[src/rtl/mem_interface.sv]
// Memory-side stage of the multi-cycle core: turns control-FSM strobes into a
// registered req/ack bus transaction, holds PC/OldPC/IR/DR, and guards the bus with a watchdog.
module mem_interface #(
    parameter int              XLEN     = 32,
    parameter logic [XLEN-1:0] RESET_PC = '0,
    parameter int              TIMEOUT  = 16
) (
    input  logic            clk,
    input  logic            rst,
    input  logic            ir_write,
    input  logic            mem_read,
    input  logic            mem_write,
    input  logic            adr_src,
    input  logic            pc_write,
    input  logic [XLEN-1:0] result,
    input  logic [XLEN-1:0] write_data,
    output logic            stall,
    output logic [XLEN-1:0] pc,
    output logic [XLEN-1:0] old_pc,
    output logic [XLEN-1:0] instr,
    output logic [XLEN-1:0] data,
    output logic            mem_req,
    output logic            mem_we,
    output logic [XLEN-1:0] mem_addr,
    output logic [XLEN-1:0] mem_wdata,
    input  logic            mem_ack,
    input  logic [XLEN-1:0] mem_rdata,
    output logic            bus_err
);
    localparam int            CW   = (TIMEOUT > 1) ? $clog2(TIMEOUT) : 1;
    localparam logic [CW-1:0] LAST = CW'(TIMEOUT - 1);
    localparam logic [XLEN-1:0] NOP = XLEN'(32'h0000_0013);

    typedef enum logic [1:0] {S_IDLE, S_BUSY, S_ERROR} state_t;
    typedef enum logic [1:0] {K_FETCH, K_LOAD, K_STORE} kind_t;

    state_t          r_state;
    kind_t           r_kind;
    logic [CW-1:0]   r_wdog;
    logic            r_mem_req;
    logic            r_mem_we;
    logic            r_bus_err;
    logic [XLEN-1:0] r_mem_addr;
    logic [XLEN-1:0] r_mem_wdata;
    logic [XLEN-1:0] r_pc;
    logic [XLEN-1:0] r_old_pc;
    logic [XLEN-1:0] r_instr;
    logic [XLEN-1:0] r_data;

    logic            w_req;
    logic            w_done;
    logic            w_stall;
    kind_t           w_kind;
    logic [XLEN-1:0] w_addr;

    // Fetch outranks store, store outranks load.
    assign w_req   = ir_write | mem_read | mem_write;
    assign w_kind  = ir_write ? K_FETCH : (mem_write ? K_STORE : K_LOAD);
    assign w_addr  = adr_src ? result : r_pc;
    assign w_done  = (r_state == S_BUSY) & mem_ack;
    assign w_stall = (w_req & ~w_done) | (r_state == S_ERROR);

    always_ff @(posedge clk or posedge rst) begin
        if (rst) begin
            r_state     <= S_IDLE;
            r_kind      <= K_FETCH;
            r_wdog      <= '0;
            r_mem_req   <= 1'b0;
            r_mem_we    <= 1'b0;
            r_bus_err   <= 1'b0;
            r_mem_addr  <= '0;
            r_mem_wdata <= '0;
            r_pc        <= RESET_PC;
            r_old_pc    <= RESET_PC;
            r_instr     <= NOP;
            r_data      <= '0;
        end else begin
            case (r_state)
                S_IDLE: begin
                    if (w_req) begin
                        r_state     <= S_BUSY;
                        r_mem_req   <= 1'b1;
                        r_mem_addr  <= {w_addr[XLEN-1:2], 2'b00};
                        r_mem_wdata <= write_data;
                        r_mem_we    <= (w_kind == K_STORE);
                        r_kind      <= w_kind;
                        r_wdog      <= '0;
                    end
                end
                S_BUSY: begin
                    if (mem_ack) begin
                        r_state   <= S_IDLE;
                        r_mem_req <= 1'b0;
                        case (r_kind)
                            K_FETCH: begin
                                r_instr  <= mem_rdata;
                                r_old_pc <= r_pc;
                            end
                            K_LOAD:  r_data <= mem_rdata;
                            default: ;
                        endcase
                    end else if (r_wdog == LAST) begin
                        // Hung access: park in ERROR until reset.
                        r_state   <= S_ERROR;
                        r_mem_req <= 1'b0;
                        r_bus_err <= 1'b1;
                    end else begin
                        r_wdog <= r_wdog + 1'b1;
                    end
                end
                S_ERROR: ;
                default: r_state <= S_ERROR;
            endcase
            if (pc_write && !w_stall)
                r_pc <= result;
        end
    end

    assign stall     = w_stall;
    assign pc        = r_pc;
    assign old_pc    = r_old_pc;
    assign instr     = r_instr;
    assign data      = r_data;
    assign mem_req   = r_mem_req;
    assign mem_we    = r_mem_we;
    assign mem_addr  = r_mem_addr;
    assign mem_wdata = r_mem_wdata;
    assign bus_err   = r_bus_err;
endmodule

[config.mk]
export PLATFORM = sky130hd
export DESIGN_NAME = mem_interface
export DESIGN_NICKNAME = d
export VERILOG_FILES = /design/src/rtl/mem_interface.sv
export SDC_FILE = /design/constraint.sdc
export NUM_CORES = 1
export LEC_CHECK = 0
export CORE_MARGIN = 2
export CORE_UTILIZATION = 48
export DETAILED_ROUTE_END_ITERATION = 6
export PLACE_DENSITY = 0.95
export SLEW_MARGIN = 0
export SYNTH_ARGS = -nofsm -noshare
export SYNTH_HDL_FRONTEND = slang
export SYNTH_SLANG_ARGS = --single-unit
export TNS_END_PERCENT = 50
[constraint.sdc]
create_clock -name clk -period 10.79 [get_ports clk]
set_input_delay 2.158 -clock clk [delete_from_list [all_inputs] [get_ports clk]]
set_output_delay 2.158 -clock clk [all_outputs]
set_load 0.05 [all_outputs]
==> results of run 1 <==
-- cells in the final DEF, fill, tap and decap left out, types with 2 or more instances in the layout --
master           instances
a21oi_1                 62
buf_4                    6
bufinv_16                4
clkbuf_16               17
clkdlybuf4s50_1        296
clkinv_2                 4
conb_1                   2
dfrtp_1                197
dfstp_2                  3
inv_1                    5
inv_6                    5
mux2_1                  79
mux2_2                  81
mux2i_1                 32
nor2_1                   6
o21ai_0                  3
o22ai_1                  3
or2_2                    2
-- layer usage --
metal,GRT usage,share of wire,vias up
met5,0,0,-
met4,0.108,0.039,0
met3,0.0655,0.062,48
met2,0.397,0.51,204
met1,0.283,0.39,2800
li1,-,-,2465
-- cell type report --
cell class	instances	share of cell area
Multi-Input combinational cell	293	0.233
Clock buffer	18	0.0376
Timing Repair Buffer	303	0.258
Inverter	6	0.00257
Sequential cell	200	0.429
Clock inverter	14	0.0165
Tap cell	220	0.0236
-- how the worst max path moves through the flow --
stage               to  slack, ns
2_1_floorplan  bus_err       3.18
3_3_place_gp     stall       4.61
3_5_place_dp     stall       4.58
4_1_cts          stall       4.58
5_1_grt          stall       4.51
6_report         stall       4.57
-- logic make-up after synthesis --
logic type / Yosys count / share of synthesized area
adder cells (fa/ha/maj): 1 / 0.00157
multiplexers: 192 / 0.267
other: 1 / 0.000472
buffers and inverters: 38 / 0.0285
AND/OR/NAND/NOR: 24 / 0.0206
flip-flops: 200 / 0.630
AO/OA/AOI/OAI: 74 / 0.0515
-- flip-flops by register name (all words and copies together), names as in the netlist --
| name | count |
|---|---|
| instr | 32 |
| old_pc | 32 |
| mem_wdata | 32 |
| mem_req | 1 |
| r_kind | 2 |
| bus_err | 1 |
| data | 32 |
| r_wdog | 4 |
| pc | 32 |
| r_state | 2 |
| mem_addr | 30 |
-- critical path: cells and delay by family --
| kind | cells | cell delay (ns) |
|---|---|---|
| buf+inv | 2 | 1.40 |
| simple gates | 2 | 0.50 |
-- through the flow --
stage	hold slack, ns	instances	area [um2]
after CTS	0.471	1054	11700
after detailed placement	0.455	1022	11100
after global routing	0.489	1054	11700
final	0.468	1054	11700
after global placement	0.441	1022	11100
after floorplan	0.478	531	7950
==> key figures, run 1 <==
Outcome
  – Status: finished clean

Worst hold path
  – WHS Path Cells: 1
  – Worst hold start: bus_err
  – Min-delay worst type: reg2reg
  – Hold endpoint: bus_err

Die
  – Die W: 133 um
  – Die area: 17,600 um2
  – Row count: 47
  – Initial Utilization: 0.484
  – Core area: 16,400 um2
  – Die height: 133 um
  – I/O pin count: 300

Setup path
  – Startpoint Class: input pin
  – Worst Path Arrival: 4.06 ns
  – Reg2Reg Setup Slack: 8.15 ns
  – Reg2Reg Depth: 4
  – CP endpoint kind: output pin
  – Reg2Reg Launch Point: r_state[1]
  – Worst-path cell chain: clkdlybuf4s50_1 > and3b_1 > nor3_1 > clkdlybuf4s50_1
  – Slowest cell delay on critical path: 0.83 ns
  – Crit Path Max Fanout: 8
  – Critical path class: in2out
  – FF-to-FF End: old_pc[28]
  – CP required: 8.63 ns
  – CP max stage cell: clkdlybuf4s50_1
  – Most used cell, CP: clkdlybuf4s50_1
  – Crit path launch: mem_ack

Synthesis
  – Primary FF master, synth: dfrtp_1
  – Avg Cell Area, Syn: 15.0 um2
  – Cell area after synthesis: 7950 um2
  – Yosys reg bits: 200
  – Yosys warns: 0
  – Syn Inst Count: 530
  – Ys async rst share: 1.00
  – EDFF count, synth: 0
  – Yosys top cell area share: 0.620
  – Post-synth cell types: 39
  – Synth area leader: dfrtp_1
  – Most common cell in the netlist: dfrtp_1
  – Top cells by count, synth: 197 x dfrtp_1, 81 x mux2_2, 79 x mux2_1, 62 x a21oi_1, 32 x mux2i_1
  – Largest cells by area after synthesis: dfrtp_1 62%, mux2_2 11%, mux2_1 11%
  – Sequential share of the synthesized area: 0.630

Timing
  – Final hold viol count: 0
  – Min cycle time layout: 6.22 ns
  – Slew Limit Fails: 0
  – Setup-failing EPs final: 0
  – Unrepaired setup endpoints after global routing: no
  – Skew final: 0.00648 ns
  – Achievable frequency: 161 MHz
  – Max_slew headroom: 0.215
  – Worst Tran Pin Value: 1.18 ns
  – Final critical-path share of the clock period: 0.576
  – Fin worst setup slack: 4.57 ns
  – Setup TNS: 0 ns

Clock network
  – Post-CTS Hold Buffers: 0
  – Clock root cell: clkbuf_16
  – Clock slew at reported path FFs: 0.07 ns
  – Max clock buf depth: 2
  – Skew-Pair Late Insertion Delay: 0.42 ns
  – CTS tree: done
  – Clock tree sinks: 200
  – Postcts setup bufs: 0
  – Post-CTS sizing: 0
  – TritonCTS buffer count: 17
  – H-tree depth: 4

Finish
  – Multi-input logic area: 2730 um2
  – Fillers: 1,066
  – Ant diodes: 0
  – Layout cells sized above 1: 0.163
  – Final layout net count: 926
  – Final Core Density: 0.712
  – Area grow syn2layout: 47.0%
  – FF/Latch Area: 5010 um2

Placement
  – RePlAce Congestion: 0.844
  – Dpl ws: 4.58 ns
  – I/O Buffers: 297
  – Dpl hpwl: 14.1 mm

Routing
  – Vias: 5,517
  – DRC violations left: 0
  – Routed Antenna Nets: 0
  – Final wirelength: 20.2 mm
  – Pre-antenna DRT Iters: 4
  – Vias per inst: 5.23
  – WL per Instance: 19.2 um
  – Drt initial violations: 282

Job
  – Max Cap Violations: 0

Global routing
  – Number of antenna violations at the first check in global routing: 0
  – GRT Overall Usage: 0.236
  – Largest net degree at the start of global routing: 139
  – Vias in the first global route: 6,048
  – Global route overflow: 0
  – First-pass GRT wire length: 32.7 mm
Power of run 1 is not shown: default switching activity piles up to over one toggle a cycle in this logic, so the estimate is an artifact.
==> run 2, diff against run 1 <==
- CORE_UTILIZATION: 48 -> 40
- PLACE_DENSITY: 0.95 -> 0.87
- clock period: 10.79 -> 5.58 ns (I/O delays scaled with it)
==> key figures, run 2 (synthesis results as in run 1) <==
Finish
  – Multi-input logic area: 2730 um2 (unchanged)
  – Final Core Density: 0.602 (-0.110)
  – Ant diodes: 0 (unchanged)
  – Commonest non-fill, non-tap cells in the layout: 296 x clkdlybuf4s50_1, 197 x dfrtp_1, 81 x mux2_2
  – Fillers: 1,549 (+45%)
  – Layout cells sized above 1: 0.164 (+0.000610)
  – Area grow syn2layout: 47.5%
  – FF/Latch Area: 5010 um2 (unchanged)
  – Commonest non-fill, non-tap cell in the layout: clkdlybuf4s50_1
  – Final layout net count: 929 (+0.32%)

Timing
  – Achievable frequency: 243 MHz
  – Final critical-path share of the clock period: 0.738
  – Min Hold Slack: 0.467 ns (-0.000587 ns)
  – Min cycle time layout: 4.12 ns
  – Skew final: 0.00605 ns (-0.000428 ns)
  – Final hold viol count: 0 (unchanged)
  – Fin worst setup slack: 1.46 ns (-3.11 ns)
  – Unrepaired setup endpoints after global routing: no
  – Setup TNS: 0 ns (unchanged)
  – Worst Tran Pin Value: 1.16 ns (-0.0171 ns)
  – Max_slew headroom: 0.226 (+0.0114)
  – Setup-failing EPs final: 0 (unchanged)
  – Slew Limit Fails: 0 (unchanged)

Worst hold path
  – Hold endpoint: bus_err
  – Worst hold start: bus_err
  – WHS Path Cells: 1 (unchanged)
  – Min-delay worst type: reg2reg

Outcome
  – Status: finished clean

Setup path
  – Crit Path Max Fanout: 8 (unchanged)
  – FF-to-FF End: mem_wdata[20]
  – CP endpoint kind: output pin
  – CP top delay family: buffers and inverters
  – Critical path class: in2out
  – Worst-path cell chain: clkdlybuf4s50_1 > and3b_1 > nor3_1 > clkdlybuf4s50_1
  – CP required: 4.46 ns (-4.17 ns)
  – Most used cell, CP: clkdlybuf4s50_1
  – Crit path launch: mem_ack
  – Reg2Reg Depth: 4 (unchanged)
  – Worst Path Arrival: 3.00 ns (-1.06 ns)
  – CP max stage cell: clkdlybuf4s50_1
  – Startpoint Class: input pin
  – Reg2Reg Launch Point: r_state[1]
  – Reg2Reg Setup Slack: 3.16 ns (-4.99 ns)
  – Slowest cell delay on critical path: 0.83 ns (about the same)
  – Crit path buffers/inverters: 2 (unchanged)

Clock network
  – Post-CTS sizing: 0 (unchanged)
  – Skew-Pair Late Insertion Delay: 0.41 ns (about the same)
  – Post-CTS Hold Buffers: 0 (unchanged)
  – Clock tree sinks: 200 (unchanged)
  – Max clock buf depth: 2 (unchanged)
  – Clock root cell: clkbuf_16
  – Clock slew at reported path FFs: 0.07 ns (about the same)
  – CTS tree: done
  – Postcts setup bufs: 0 (unchanged)
  – TritonCTS buffer count: 17 (unchanged)
  – H-tree depth: 4 (unchanged)

Routing
  – Vias per inst: 4.95 (-5.4%)
  – Vias: 5,457 (-1.1%)
  – WL per Instance: 17.8 um (-7.2%)
  – DRC violations left: 0 (unchanged)
  – Final wirelength: 19.6 mm (-2.9%)
  – Routed Antenna Nets: 0 (unchanged)
  – Drt initial violations: 169 (-40%)
  – Pre-antenna DRT Iters: 4 (unchanged)

Global routing
  – First-pass GRT wire length: 31.6 mm (-3.4%)
  – Largest net degree at the start of global routing: 70 (-50%)
  – Global route overflow: 0 (unchanged)
  – Vias in the first global route: 5,695 (-5.8%)
  – GRT Overall Usage: 0.189 (-0.0466)
  – Number of antenna violations at the first check in global routing: 0 (unchanged)

Die
  – Die height: 145 um (+9.3%)
  – Die W: 145 um (+9.3%)
  – Row count: 51 (+8.5%)
  – Initial Utilization: 0.408 (-0.0760)
  – I/O pin count: 300 (unchanged)
  – Core area: 19,500 um2 (+19%)
  – Die area: 21,000 um2 (+19%)

Placement
  – RePlAce Congestion: 0.834 (-1.2%)
  – Dpl ws: 1.44 ns (-3.14 ns)
  – Dpl hpwl: 14.2 mm (+0.71%)
  – I/O Buffers: 297 (unchanged)

Job
  – Max Cap Violations: 0 (unchanged)
## run 2: cell count changes in the layout (fill, tap and decap cells not counted), sizes merged
| cell | change |
|---|---|
| clkbuf | +1 |
| clkinvlp | +2 |
| buf | +3 |
| bufinv | -3 |
| clkinv | +3 |
| inv | -3 |
## run 2: worst max path at each step
stage	slack [ns]	end	cells past startpoint
floorplan	1.88	bus_err	1
global placement	1.47	stall	4
detailed placement	1.44	stall	4
CTS	1.44	stall	4
global route	1.33	stall	4
finish	1.46	stall	4
## run 2: layer usage
metal / global-route usage / vias to the layer above / wire length [um]
met2: 0.327 / 201 / 9820
met5: 0 / - / 0
li1: - / 2479 / -
met3: 0.0557 / 38 / 1320
met4: 0.0782 / 0 / 646
met1: 0.221 / 2739 / 7850
## run 2: cell type report
cell class | instances | share of cell area
timing repair buffer | 306 | 0.260
inverter | 6 | 0.00224
sequential | 200 | 0.427
clock buffer | 19 | 0.0369
multi-input combinational | 293 | 0.233
tap | 265 | 0.0283
clock inverter | 13 | 0.0124
## run 2: stage by stage
stage / cell area, um2 / std cells
after global placement: 11100 / 1070
after CTS: 11700 / 1102
after detailed placement: 11100 / 1070
final: 11700 / 1102
after floorplan: 7950 / 531
after global routing: 11700 / 1102
Power of run 2 is left out for the same reason.
==> run 3, diff against run 2 <==
- CORE_UTILIZATION: 40 -> 44
- PLACE_DENSITY: 0.87 -> 0.9
- clock period: 5.58 -> 4.1 ns (I/O delays scaled with it)
==> key figures, run 3 (synthesis results as in run 1) <==
Finish
  – Commonest non-fill, non-tap cells in the layout: 296 x clkdlybuf4s50_1, 197 x dfrtp_1, 81 x mux2_2
  – Commonest non-fill, non-tap cell in the layout: clkdlybuf4s50_1
  – Area grow syn2layout: 47.6%
  – Layout cells sized above 1: 0.166 (+0.00219)
  – Ant diodes: 0 (unchanged)
  – Final layout net count: 930 (+0.11%)
  – Final Core Density: 0.657 (+0.0554)
  – Final Cell Area: 11,700 um2 (+0.11%)

Placement
  – RePlAce Congestion: 0.798 (-4.2%)
  – Placed cell area: 11,200 um2 (+0.23%)
  – I/O Buffers: 297 (unchanged)
  – Dpl hpwl: 13.7 mm (-3.1%)

Die
  – Die area: 19,200 um2 (-8.8%)
  – I/O pin count: 300 (unchanged)
  – Row count: 49 (-3.9%)
  – Die height: 138 um (-4.5%)
  – Core area: 17,800 um2 (-8.3%)
  – Initial Utilization: 0.445 (+0.0371)
  – Die W: 138 um (-4.5%)

Clock network
  – CTS tree: done
  – Clock tree sinks: 200 (unchanged)
  – Clock slew at reported path FFs: 0.08 ns (about the same)
  – TritonCTS buffer count: 17 (unchanged)
  – Skew-Pair Late Insertion Delay: 0.42 ns (about the same)
  – Postcts setup bufs: 0 (unchanged)
  – H-tree depth: 4 (unchanged)
  – Max clock buf depth: 2 (unchanged)
  – Post-CTS sizing: 0 (unchanged)
  – Post-CTS Hold Buffers: 0 (unchanged)
  – Clock root cell: clkbuf_16

Timing
  – Setup TNS: 0 ns (unchanged)
  – Achievable frequency: 287 MHz
  – Skew final: 0.00747 ns (+0.00142 ns)
  – Slew Limit Fails: 0 (unchanged)
  – Worst Tran Pin Value: 0.971 ns (-0.189 ns)
  – Min cycle time layout: 3.48 ns
  – Setup-failing EPs final: 0 (unchanged)
  – Final hold viol count: 0 (unchanged)
  – Unrepaired setup endpoints after global routing: no
  – Max_slew headroom: 0.352 (+0.126)
  – Final critical-path share of the clock period: 0.849

Setup path
  – Reg2Reg Depth: 4 (unchanged)
  – CP endpoint kind: output pin
  – Worst Path Arrival: 2.66 ns (-0.34 ns)
  – Crit Path Max Fanout: 8 (unchanged)
  – Critical path class: in2out
  – CP required: 3.28 ns (-1.18 ns)
  – Startpoint Class: input pin

Global routing
  – Vias in the first global route: 5,918 (+3.9%)
  – Largest net degree at the start of global routing: 74 (+5.7%)
  – GRT Overall Usage: 0.209 (+0.0197)
  – First-pass GRT wire length: 32.1 mm (+1.5%)
  – Number of antenna violations at the first check in global routing: 0 (unchanged)
  – Global route overflow: 0 (unchanged)

Routing
  – Drt initial violations: 209 (+24%)
  – Routed Antenna Nets: 0 (unchanged)
  – Vias: 5,436 (-0.38%)
  – WL per Instance: 18.3 um (+2.5%)
  – DRC violations left: 0 (unchanged)
  – Vias per inst: 5.09 (+2.9%)
  – Pre-antenna DRT Iters: 4 (unchanged)
  – Final wirelength: 19.5 mm (-0.78%)

Job
  – Max Cap Violations: 0 (unchanged)

Worst hold path
  – Min-delay worst type: reg2reg
  – WHS Path Cells: 1 (unchanged)

Outcome
  – Status: finished clean
run 3: changes by cell type in the layout (fill, tap and decap cells not counted), sizes merged:
cell | previous run | this run
clkbuf | 19 | 18
buf | 10 | 11
clkinv | 8 | 5
inv | 8 | 13
bufinv | 1 | 0
run 3: final cells by class:
class / instances / area [um2]
flip-flops and latches: 200 / 5010
repair buffers: 307 / 3120
well taps: 229 / 287
fillers: 1306 / 6110
clock inverters: 14 / 136
clock buffers: 18 / 429
inverters: 6 / 26.3
multi-input cells: 293 / 2730
run 3: routing by layer:
| metal | GRT usage | part of all wire | up-vias | wire length, um |
|---|---|---|---|---|
| met4 | 0.0634 | 0.019 | 0 | 371 |
| met1 | 0.257 | 0.40 | 2736 | 7820 |
| met5 | 0 | 0 | - | 0 |
| met3 | 0.0662 | 0.071 | 28 | 1380 |
| li1 | - | - | 2482 | - |
| met2 | 0.355 | 0.51 | 190 | 9910 |
run 3: path summary, 6_finish.rpt:
kind                                    to  slack, ns        from
worst max-delay path                 stall       0.62     mem_ack
worst min-delay path               bus_err       0.47     bus_err
max in group asynchronous       old_pc[31]       2.85         rst
worst max register to register  old_pc[11]       1.87  r_state[1]
min in group asynchronous        instr[20]       0.89         rst
worst min register to register     bus_err       0.47     bus_err
run 3: metrics by stage:
step / setup slack [ns] / std cells / hold slack (ns)
floorplan: 0.694 / 531 / 0.478
finish: 0.619 / 1067 / 0.469
global placement: 0.608 / 1035 / 0.466
global route: 0.561 / 1067 / 0.507
CTS: 0.608 / 1067 / 0.483
detailed placement: 0.608 / 1035 / 0.465
run 3: critical path: stages:
cell and delay, ns:
clkdlybuf4s50_1 0.53, and3b_1 0.29, nor3_1 0.19, clkdlybuf4s50_1 0.83
Power of run 3 is left out for the same reason.
